==> config.mk <==
export PLATFORM = sky130hd
export DESIGN_NAME = fft4_frame_ctrl
export DESIGN_NICKNAME = d
export VERILOG_FILES = /design/src/rtl/fft4_frame_ctrl.sv
export SDC_FILE = /design/constraint.sdc
export NUM_CORES = 1
export LEC_CHECK = 0
export CAP_MARGIN = 20
export CORE_MARGIN = 8
export CORE_UTILIZATION = 45
export CTS_BUF_LIST = sky130_fd_sc_hd__clkbuf_4
export DETAILED_ROUTE_END_ITERATION = 8
export PLACE_DENSITY = 0.78
export SLEW_MARGIN = 10
export SYNTH_ARGS = -nofsm -noshare
export SYNTH_HDL_FRONTEND = slang
export SYNTH_SLANG_ARGS = --single-unit
==> constraint.sdc <==
create_clock -name clk -period 2.1 [get_ports clk]
set_input_delay 0.21 -clock clk [delete_from_list [all_inputs] [get_ports clk]]
set_output_delay 0.21 -clock clk [all_outputs]
set_load 0.02 [all_outputs]
==> src/rtl/fft4_frame_ctrl.sv <==
// fft4_frame_ctrl
// Frame sequencer for the 2-stage pipelined 4-point FFT core.
// Collects four complex samples into a frame buffer that drives the core.
// Waits out the core latency, then captures the four bins. The bins are
// streamed out in bin order with backpressure. The next frame may load
// while the current results drain.
//
// Handshake: a transfer happens on a rising clk edge where valid && ready.
// A source holds valid and data stable until the transfer. The controller
// never drops a sample and never reads data while its ready is low. The
// out_valid/out_data pair stays stable until it is accepted. out_ready is
// ignored while out_valid is low.
//
// Ports:
//   clk, reset_n                clock, asynchronous active-low reset
//   clear                       synchronous abort of partial frame and results
//   in_valid/in_ready           sample handshake; in_real/in_imag sample data
//   core_x_real/core_x_imag     frame buffer to core, x_k at [k*W +: W]
//   core_y_real/core_y_imag     core bins, y_k at [k*W +: W]
//   out_valid/out_ready         bin handshake; out_real/out_imag bin data
//   out_index, out_last         bin number, high with bin 3
//   frame_done                  one-cycle pulse following a capture
//   busy                        low only when idle with an empty frame buffer
//   dbg_state                   current FSM state (LOAD=0 WAIT=1 CAPTURE=2 DRAIN=3)
module fft4_frame_ctrl #(
    parameter int W        = 4,
    parameter int CORE_LAT = 2
) (
    input  logic           clk,
    input  logic           reset_n,
    input  logic           clear,
    input  logic           in_valid,
    output logic           in_ready,
    input  logic [W-1:0]   in_real,
    input  logic [W-1:0]   in_imag,
    output logic [4*W-1:0] core_x_real,
    output logic [4*W-1:0] core_x_imag,
    input  logic [4*W-1:0] core_y_real,
    input  logic [4*W-1:0] core_y_imag,
    output logic           out_valid,
    input  logic           out_ready,
    output logic [W-1:0]   out_real,
    output logic [W-1:0]   out_imag,
    output logic [1:0]     out_index,
    output logic           out_last,
    output logic           frame_done,
    output logic           busy,
    output logic [1:0]     dbg_state
);

    localparam int CW = $clog2(CORE_LAT + 1);
    localparam logic [CW-1:0] LAT = CW'(CORE_LAT);

    typedef enum logic [1:0] {
        S_LOAD    = 2'd0,
        S_WAIT    = 2'd1,
        S_CAPTURE = 2'd2,
        S_DRAIN   = 2'd3
    } state_t;

    state_t          r_state;
    state_t          w_state_nxt;
    logic [CW-1:0]   r_wait_cnt;
    logic [CW-1:0]   w_wait_nxt;
    logic [2:0]      r_wr_cnt;
    logic [2:0]      w_wr_nxt;
    logic [2:0]      w_wr_inc;
    logic [1:0]      r_rd_idx;
    logic [1:0]      w_rd_nxt;
    logic [4*W-1:0]  r_buf_real;
    logic [4*W-1:0]  r_buf_imag;
    logic [4*W-1:0]  r_res_real;
    logic [4*W-1:0]  r_res_imag;
    logic            r_frame_done;
    logic            w_capture;
    logic            w_in_fire;
    logic            w_out_fire;

    // In DRAIN the next frame may load until the buffer is full.
    assign in_ready   = (r_state == S_LOAD) ||
                        ((r_state == S_DRAIN) && (r_wr_cnt < 3'd4));
    assign out_valid  = (r_state == S_DRAIN);
    assign w_in_fire  = in_valid && in_ready;
    assign w_out_fire = out_valid && out_ready;
    assign w_wr_inc   = r_wr_cnt + 3'd1;

    always_comb begin
        w_state_nxt = r_state;
        w_wait_nxt  = r_wait_cnt;
        w_wr_nxt    = r_wr_cnt;
        w_rd_nxt    = r_rd_idx;
        w_capture   = 1'b0;
        if (w_in_fire) begin
            w_wr_nxt = w_wr_inc;
        end
        if (w_out_fire) begin
            w_rd_nxt = r_rd_idx + 2'd1;
        end
        case (r_state)
            S_LOAD: begin
                if (w_in_fire && (w_wr_inc == 3'd4)) begin
                    w_state_nxt = S_WAIT;
                    w_wait_nxt  = LAT;
                end
            end
            S_WAIT: begin
                w_wait_nxt = r_wait_cnt - CW'(1);
                if (r_wait_cnt == CW'(1)) begin
                    w_state_nxt = S_CAPTURE;
                end
            end
            S_CAPTURE: begin
                w_capture   = 1'b1;
                w_wr_nxt    = 3'd0;
                w_rd_nxt    = 2'd0;
                w_state_nxt = S_DRAIN;
            end
            S_DRAIN: begin
                // The bin-3 transfer ends the drain. A full next frame,
                // even one completed on this very edge, goes straight to WAIT.
                if (w_out_fire && (r_rd_idx == 2'd3)) begin
                    if (w_wr_nxt == 3'd4) begin
                        w_state_nxt = S_WAIT;
                        w_wait_nxt  = LAT;
                    end else begin
                        w_state_nxt = S_LOAD;
                    end
                end
            end
            default: begin
                w_state_nxt = S_LOAD;
            end
        endcase
    end

    always_ff @(posedge clk or negedge reset_n) begin
        if (!reset_n) begin
            r_state      <= S_LOAD;
            r_wait_cnt   <= '0;
            r_wr_cnt     <= 3'd0;
            r_rd_idx     <= 2'd0;
            r_frame_done <= 1'b0;
            r_buf_real   <= '0;
            r_buf_imag   <= '0;
            r_res_real   <= '0;
            r_res_imag   <= '0;
        end else if (clear) begin
            // Abort wins over any transfer this cycle; buffers keep contents.
            r_state      <= S_LOAD;
            r_wait_cnt   <= '0;
            r_wr_cnt     <= 3'd0;
            r_rd_idx     <= 2'd0;
            r_frame_done <= 1'b0;
        end else begin
            r_state      <= w_state_nxt;
            r_wait_cnt   <= w_wait_nxt;
            r_wr_cnt     <= w_wr_nxt;
            r_rd_idx     <= w_rd_nxt;
            r_frame_done <= w_capture;
            if (w_in_fire) begin
                r_buf_real[r_wr_cnt[1:0]*W +: W] <= in_real;
                r_buf_imag[r_wr_cnt[1:0]*W +: W] <= in_imag;
            end
            if (w_capture) begin
                r_res_real <= core_y_real;
                r_res_imag <= core_y_imag;
            end
        end
    end

    assign core_x_real = r_buf_real;
    assign core_x_imag = r_buf_imag;
    assign out_real    = r_res_real[r_rd_idx*W +: W];
    assign out_imag    = r_res_imag[r_rd_idx*W +: W];
    assign out_index   = r_rd_idx;
    assign out_last    = out_valid && (r_rd_idx == 2'd3);
    assign frame_done  = r_frame_done;
    assign busy        = !((r_state == S_LOAD) && (r_wr_cnt == 3'd0));
    assign dbg_state   = r_state;

endmodule

== Word-level counts from Yosys, hierarchy flattened ==
Index checks and enable logic that the tools add are counted.
Widths: inputs -> output; s select.

* Flip-flop bits (word level): 74
* Word-level logic and storage cells: 69
* Output and inout bits: 49

* Muxes and demuxes: 21
* Bitwise gates (word level): 1
* Eq/ne operators: 11
* $add $sub $neg: 4
* Order comparisons: 1
* Reductions and logical operators: 17
* Shifts and indexed selects: 5

{| class="wikitable"
|+ Operators with widths
! cell !! count
|-
| $shiftx 4x34->16 || 2
|-
| $neg 4->34 || 1
|-
| $shift 4x34->16 const A || 1
|-
| $bwmux 16 || 2
|-
| $shiftx 16x5->4 || 2
|-
| $mux 2 || 11
|-
| $mux 3 || 3
|-
| $ne 3x2->1 const B || 3
|-
| $pmux 2 s4 || 1
|-
| $logic_and 1x1->1 || 7
|-
| $eq 2x2->1 const B || 3
|-
| $eq 3x3->1 const B || 2
|-
| $pmux 2 s3 || 1
|-
| $eq 2x1->1 const B || 2
|-
| $reduce_and 2->1 || 2
|-
| $reduce_and 4->1 || 1
|-
| $reduce_bool 4->1 || 1
|-
| $add 3x1->3 const B || 1
|-
| $logic_not 3->1 || 1
|-
| $lt 3x3->1 const B || 1
|-
| $mux 1 || 3
|-
| $ne 3x3->1 const B || 1
|-
| $reduce_and 3->1 || 1
|-
| $reduce_bool 3->1 || 1
|-
| 6 further kinds || 6
|}

== Longest topological paths before layout ==
Gate-level depths: netlist of the first run.

* Depth in word-level cells: 10
* Mapped depth: 9

== Worst setup path before layout of the first run ==
Ideal clock, no wire load.

* Path type: register to register
* From: register r_state[1] (netlist: dbg_state[1])
* To: register r_wait_cnt[0]
* Cell stages (with the launch flop): 8
* Period minus slack after synthesis: 2,200 ps
* Buffers on the path: 1
* Slack: -100 ps
* Arrival: 2,081 ps
* Cell sequence: dfrtp_1 > ha_1 > buf_6 > and3b_1 > a2111oi_2 > o2111a_2 > or4_1 > o21a_1

* Longest elaborated chain between the ends: 8
* Elaborated cells between the ends (all ways): 18
* Classes of those cells: eq/ne: 6; mux: 3; reduce/logical: 9

{| class="wikitable"
|+ RTL lines
! element !! RTL line !! source
|-
| start, declared || 61 || <nowiki>state_t r_state;</nowiki>
|-
| start signal, assigned || 155 || <nowiki>r_state <= w_state_nxt;</nowiki>
|-
| $eq 2x2->1 * || 82 || <nowiki>assign out_valid = (r_state == S_DRAIN);</nowiki>
|-
| net out_valid || 40 || <nowiki>output logic out_valid,</nowiki>
|-
| $logic_and 1x1->1 || 81 || <nowiki>((r_state == S_DRAIN) && (r_wr_cnt < 3'd4));</nowiki>
|-
| $logic_or 1x1->1 || 80 || <nowiki>assign in_ready = (r_state == S_LOAD) ||</nowiki>
|-
| $logic_and 1x1->1 || 83 || <nowiki>assign w_in_fire = in_valid && in_ready;</nowiki>
|-
| $mux 3 || 93 || <nowiki>if (w_in_fire) begin</nowiki>
|-
| $eq 3x3->1 || 122 || <nowiki>if (w_wr_nxt == 3'd4) begin</nowiki>
|-
| $ne 3x2->1 (no line) || n/a ||
|-
| $reduce_and 4->1 (no line) || n/a ||
|-
| end signal, assigned || 156 || <nowiki>r_wait_cnt <= w_wait_nxt;</nowiki>
|-
| end, declared || 63 || <nowiki>logic [CW-1:0] r_wait_cnt;</nowiki>
|}

The timed path passes the listed nets; every way through them passes the cells marked *.
A chain may end at the register's enable or synchronous reset.

== Worst setup path after layout of the first run ==
* From: register r_rd_idx[0] (netlist: out_index[0])
* To: output port out_imag[1]

* Longest elaborated chain between the ends: 1

{| class="wikitable"
|+ RTL lines
! element !! RTL line !! source
|-
| start, declared || 68 || <nowiki>logic [1:0] r_rd_idx;</nowiki>
|-
| start signal, assigned || 158 || <nowiki>r_rd_idx <= w_rd_nxt;</nowiki>
|-
| $shiftx 16x5->4 || 174 || <nowiki>assign out_imag = r_res_imag[r_rd_idx*W +: W];</nowiki>
|-
| end, declared || 43 || <nowiki>output logic [W-1:0] out_imag,</nowiki>
|}

No other way between the ends.

==> reports/results.ini, run 1 <==
[setup_path]
r2r_slack_ns=0.14
crit_path_end_kind=output pin
slowest_delay_ns=0.51
worstPathRequired_ns=1.89
critPathArrivalTime_ns=1.80
r2r_start=r_wr_cnt[1]
reg2reg_depth=6
critPathMaxFanout=7
crit_type=reg -> out
worst_r2r_endpoint=r_wait_cnt[0]
path_cells=buf_6 > mux4_2 > dlygate4sd2_1
cp-start-kind=flip-flop
slowest_stage=mux4_2

[sta]
fmax_ghz=0.497
slew_headroom_pct=70.9
rsz0062_at_grt=false
tightest_slew_ns=0.436
fin_crit_ns=2.01
whs_ns=0.269
period_share_pct=95.7
drv_slew=0
setup_viol=0
finClkSkew_ns=0.00783
hold_viol=0

[floorplanning]
die_y_um=104
pin_count=94
die_w_um=104
start_util_pct=45.8
fp-row-count=32
die_area_mm2=0.0108
core-area_mm2=0.00761

[routing]
route.vias.total=2673
wl_per_cell_um=15.9
finalWirelength_um=8300
drtIter0Drc=115
postRouteAntennaNets=0
route.detailed.drc=0
vias_per_cell=5.13
dr.pass1.iters=4

[clock_network]
htree_levels=3
cts_buffers=9
cts-root-buf=clkbuf_4
postCtsSetupBuffers=0
clk_latency_ns=0.42
clk_pin_slew_ns=0.12
cts_tree=done
clk_path_buf_depth=2
clock_sinks=74

[final_layout]
finalNetCount=472
diodes=0
area_growth_pct=38.7
layout.cells.non_filler=521
drive_above_1_share_pct=22.9
final_cell_area_mm2=0.00483

[synth]
syn_area_per_cell_um2=11.4
synth-edff-count=0
yosysTopAreaCellShare_pct=53.1
netlist-cell-type-count=41
synth.area.top_cells=dfrtp_1 (53%), mux2_2 (10%), nand2_1 (7.8%)
yosys.area.top_type=dfrtp_1
syn_nets=363
yosysMostFrequentCell=dfrtp_1
synth_area_mm2=0.00348
yosys_warnings=0
ys_top_cells_by_count=dfrtp_1 (74), nand2_1 (72), mux2_2 (32), o21ai_0 (32), ha_1 (12)
yosys_register_bits=74
synthCells=306
ys_seq_area_share_pct=53.1
synth_ff_type=dfrtp_1
synthArstFlopShare_pct=100

[worst_hold_path]
hold_class=in -> async

[status]
outcome=complete, no violations

[flow_run]
drv_cap=0

[global_route]
grt_max_degree=58
grt_pass1_wl_um=14100
grt_usage_pct=15.9
grt_pass1_vias=2847
overflow=0
grt_antenna_before_repair=0

[placement]
dp_hpwl_um=6330
routabilityCongestion=0.883
placed_area_mm2=0.00465
port_buffers=93
placed_cells=505

[pwr]
power.leakage_nw=2.15
p_total_mw=3.01
powerDensity_mw_per_mm2=622
ir_worst_vdd_v=0.000315

==> worst max-delay path, delay by kind of cell, from the launching register on <==
family | cells | cell delay [ns]
DFF | 1 | 0.38
muxes | 1 | 0.51
buffers and inverters | 2 | 0.49
==> logic make-up after synthesis <==
group / share of synthesized area (%)
AO/OA/AOI/OAI: 9.26
multiplexers: 16.4
buffers and inverters: 3.41
flip-flops: 53.1
adder cells (fa/ha/maj): 4.31
AND/OR/NAND/NOR: 12.7
XOR/XNOR: 0.754
==> power by group <==
part           switching, mW  internal, mW  total, mW
sequential            0.0439          1.49       1.53
clock                  0.500         0.471      0.971
combinational          0.251         0.250      0.501
==> layout make-up <==
cell class                      count  area (um^2)
Clock buffer                        9         67.6
Sequential cell                    74         1860
Multi-Input combinational cell    207         1560
Clock inverter                      6         82.6
Tap cell                          102          128
Inverter                            9         33.8
Timing Repair Buffer              114         1110
Fill cell                         596         2770
==> registers in the layout, summed over array words and instances (netlist names) <==
name,flops
r_wr_cnt,3
r_res_real,16
r_wait_cnt,2
r_res_imag,16
core_x_real,16
dbg_state,2
out_index,2
frame_done,1
core_x_imag,16
==> cell usage in the layout (no fill, tap or decap), drive strengths merged, types with 8 or more instances in the layout <==
master,n
inv,9
nand2,72
mux2,32
dfrtp,74
buf,21
ha,12
clkbuf,9
clkdlybuf4s50,81
o21ai,33
mux4,8
==> how the worst max path moves through the flow <==
stage,startpoint,to,slack (ns),cells past startpoint
after CTS,out_index[0],out_imag[1],0.02,3
after detailed placement,dbg_state[1],core_x_imag[8],-0.008,8
after global routing,r_wr_cnt[1],dbg_state[0],0.0008,6
after floorplan,dbg_state[0],r_wait_cnt[0],0.007,8
final,out_index[0],out_imag[1],0.09,3
after global placement,in_valid,dbg_state[0],0.06,6
==> repair_timing <==
action	CTS	global route
gates resized for setup	16	10
setup endpoints to repair	12	33
hold buffers	1	0
endpoints found under the hold margin	17	0
pin swaps	0	1
==> routing by layer <==
metal	wire length [um]	global-route usage, %
met5	0	0
met1	3610	18.7
met3	504	4.83
met4	141	7.45
met2	4040	26.2
==> stage by stage <==
step           utilization [%]  setup slack, ns  setup TNS, ns
3_3_place_gp              61.1           0.0569              0
6_report                  63.6           0.0893              0
3_5_place_dp              61.1         -0.00786       -0.00786
4_1_cts                   63.1           0.0186              0
5_1_grt                   63.6         0.000764              0
2_1_floorplan                -          0.00667              0
(Power assumes the default switching activity.)
==> inputs of run 2 (changes only) <==
--- a/config.mk
+++ b/config.mk
@@ -5,6 +5,7 @@
 export SDC_FILE = /design/constraint.sdc
 export NUM_CORES = 1
 export LEC_CHECK = 0
+export ABC_CLOCK_PERIOD_IN_PS = 2100
 export CAP_MARGIN = 20
 export CORE_MARGIN = 8
 export CORE_UTILIZATION = 45
==> results of run 2 <==
Same layout as run 1: the final DEF is identical, and so are final timing and power.
==> inputs of run 3 (changes only) <==
--- a/config.mk
+++ b/config.mk
@@ -8,10 +8,11 @@
 export ABC_CLOCK_PERIOD_IN_PS = 2100
 export CAP_MARGIN = 20
 export CORE_MARGIN = 8
-export CORE_UTILIZATION = 45
+export CORE_UTILIZATION = 55
 export CTS_BUF_LIST = sky130_fd_sc_hd__clkbuf_4
 export DETAILED_ROUTE_END_ITERATION = 8
-export PLACE_DENSITY = 0.78
+export DONT_BUFFER_PORTS = 1
+export PLACE_DENSITY = 0.73
 export SLEW_MARGIN = 10
 export SYNTH_ARGS = -nofsm -noshare
 export SYNTH_HDL_FRONTEND = slang
==> run 3 against run 2 <==
  * First-iteration DRC count down 27%
  * Design area is 11% lower
  * Highest routed layer unchanged
  * Clock power hardly changed
  * Largest cell class unchanged
  * Combinational power is 42% lower
  * Sequential power is 5% higher
  * Maximum frequency rose by 2.2%
  * Flip-flop and latch count did not move
  * Die area fell by 16%
  * Wire length decreased by 5.7%
  * Register-to-register slack about the same
  * Largest power group unchanged
  * Hold slack lost 0.24 ns
==> reports/results.ini, run 3 (synthesis gave the netlist of run 1 again) <==
[final_layout]
diodes=0
area_growth_pct=22.9
final_common_cell=dfrtp_1
final_cell_mix=dfrtp_1 (70), nand2_1 (69), dlygate4sd3_1 (43)
layout.cells.non_filler=442
drive_above_1_share_pct=24.7
nFillCells=474
final_cell_area_mm2=0.00428
fin_util_pct=68.6
finalNetCount=417

[worst_hold_path]
hold_class=in -> reg
whs_path_depth=2
hold_start=clear
holdPathEnd=r_wait_cnt[0]

[setup_path]
worst_r2r_endpoint=dbg_state[0]
critPathMaxFanout=5
crit_path_end_kind=flip-flop
slowest_stage=dfrtp_2
slowest_delay_ns=0.46
critPathArrivalTime_ns=2.25
r2r_start=dbg_state[0]
crit_buf_inv=0
path_cells=ha_4 > and3b_1 > a2111oi_2 > o2111a_2 > nor4_2 > a2111oi_2
worstPathRequired_ns=2.38
crit_family=compound AO/OA/AOI/OAI gates
reg2reg_depth=6
r2r_slack_ns=0.13
crit_top_cell=a2111oi_2
crit_type=reg -> reg
cp-start-kind=flip-flop

[global_route]
grt_antenna_before_repair=0
grt_pass1_vias=2537
grt_max_degree=75
gr-usage-met1_pct=21.0
overflow=0
grt_busiest_layer=met2
grt_usage_pct=17.9
grt_pass1_wl_um=12600
met2_usage_pct=30.1
grt.met3_usage_pct=5.20

[routing]
route.detailed.drc=0
vias_per_cell=5.51
dr.pass1.iters=4
wl_per_cell_um=17.7
postRouteAntennaNets=0
drtIter0Drc=84
route.vias.total=2434
finalWirelength_um=7830

[sta]
period_share_pct=93.7
fmax_ghz=0.508
rsz0062_at_grt=false
setup_slack_ns=0.133
slew_headroom_pct=71.4
fin_crit_ns=1.97
finClkSkew_ns=0.00838
setup_viol=0
drv_slew=0
tightest_slew_ns=0.428
setup-tns-final_ns=0
hold_viol=0

[clock_network]
clk_latency_ns=0.40
clk_pin_slew_ns=0.12
htree_levels=3
clk_path_buf_depth=2
cts_buffers=9
postCtsSetupBuffers=0
cts-root-buf=clkbuf_4
clock_sinks=74
cts_tree=done

[pwr]
p_clk_share_pct=33.9
combinationalPowerShare_pct=10.2
power.share.sequential_pct=56.0
netSwitchingFraction_pct=26.4
power.switching_mw=0.759
powerDensity_mw_per_mm2=672
power.leakage_nw=1.93
internal-power_mw=2.12
ir_worst_vdd_v=0.000523

[placement]
place_ws_ns=-0.000145
routabilityCongestion=0.877
port_buffers=0
placed_area_mm2=0.00364
placed_cells=382
dp_hpwl_um=5460

[floorplanning]
die_y_um=95.6
die_area_mm2=0.00914
pin_count=94
core-area_mm2=0.00624
start_util_pct=55.8
fp-row-count=29
die_w_um=95.6

[flow_run]
drv_cap=0

[status]
outcome=complete, no violations

[run 3: final cells by class]
type,count,area [um^2],share of cell area [%]
inverter,9,33.8,0.789
clock inverter,6,81.3,1.90
clock buffer,10,75.1,1.75
sequential,74,1860,43.4
timing repair buffer,59,583,13.6
multi-input combinational,207,1560,36.3
tap,77,96.3,2.25
[run 3: power by group through the flow]
| stage | combinational, mW | sequential [mW] | clock (mW) |
|---|---|---|---|
| floorplan | 0.143 | 1.62 | 0 |
| global placement | 0.175 | 1.64 | 0 |
| detailed placement | 0.181 | 1.64 | 0 |
| CTS | 0.293 | 1.61 | 1.01 |
| global route | 0.335 | 1.62 | 1.05 |
| finish | 0.292 | 1.61 | 0.974 |
[run 3: stage by stage]
stage          hold slack, ns  total power, mW
2_1_floorplan         -0.0856             1.76
3_3_place_gp          -0.0836             1.81
3_5_place_dp          -0.0839             1.82
4_1_cts               0.00438             2.91
5_1_grt                0.0108             3.01
6_report               0.0274             2.88
[run 3: how the worst max path moves through the flow]
stage                      start       endpoint  slack, ns  cells after the start
floorplan           dbg_state[0]  r_wait_cnt[0]      0.007                      8
global placement    dbg_state[0]   dbg_state[0]       0.11                      7
detailed placement  dbg_state[0]   dbg_state[0]    -0.0001                      7
CTS                 dbg_state[0]   dbg_state[0]       0.05                      7
global route        dbg_state[0]   dbg_state[0]       0.02                      7
finish              dbg_state[0]   dbg_state[0]       0.13                      6
[run 3: per-layer routing]
| layer | wire [um] | part of all wire, % | up-vias |
|---|---|---|---|
| met4 | 155 | 2.0 | 0 |
| met2 | 3960 | 51 | 73 |
| met3 | 594 | 7.6 | 13 |
| li1 | - | - | 1169 |
| met1 | 3120 | 40 | 1179 |
| met5 | 0 | 0 | - |
[run 3: timing repair]
action                                  CTS  global route
pin swaps                                 0             1
hold buffers                             44             0
resized for setup                         2             8
hold endpoints to repair                146             0
endpoints found under the setup margin    1             8
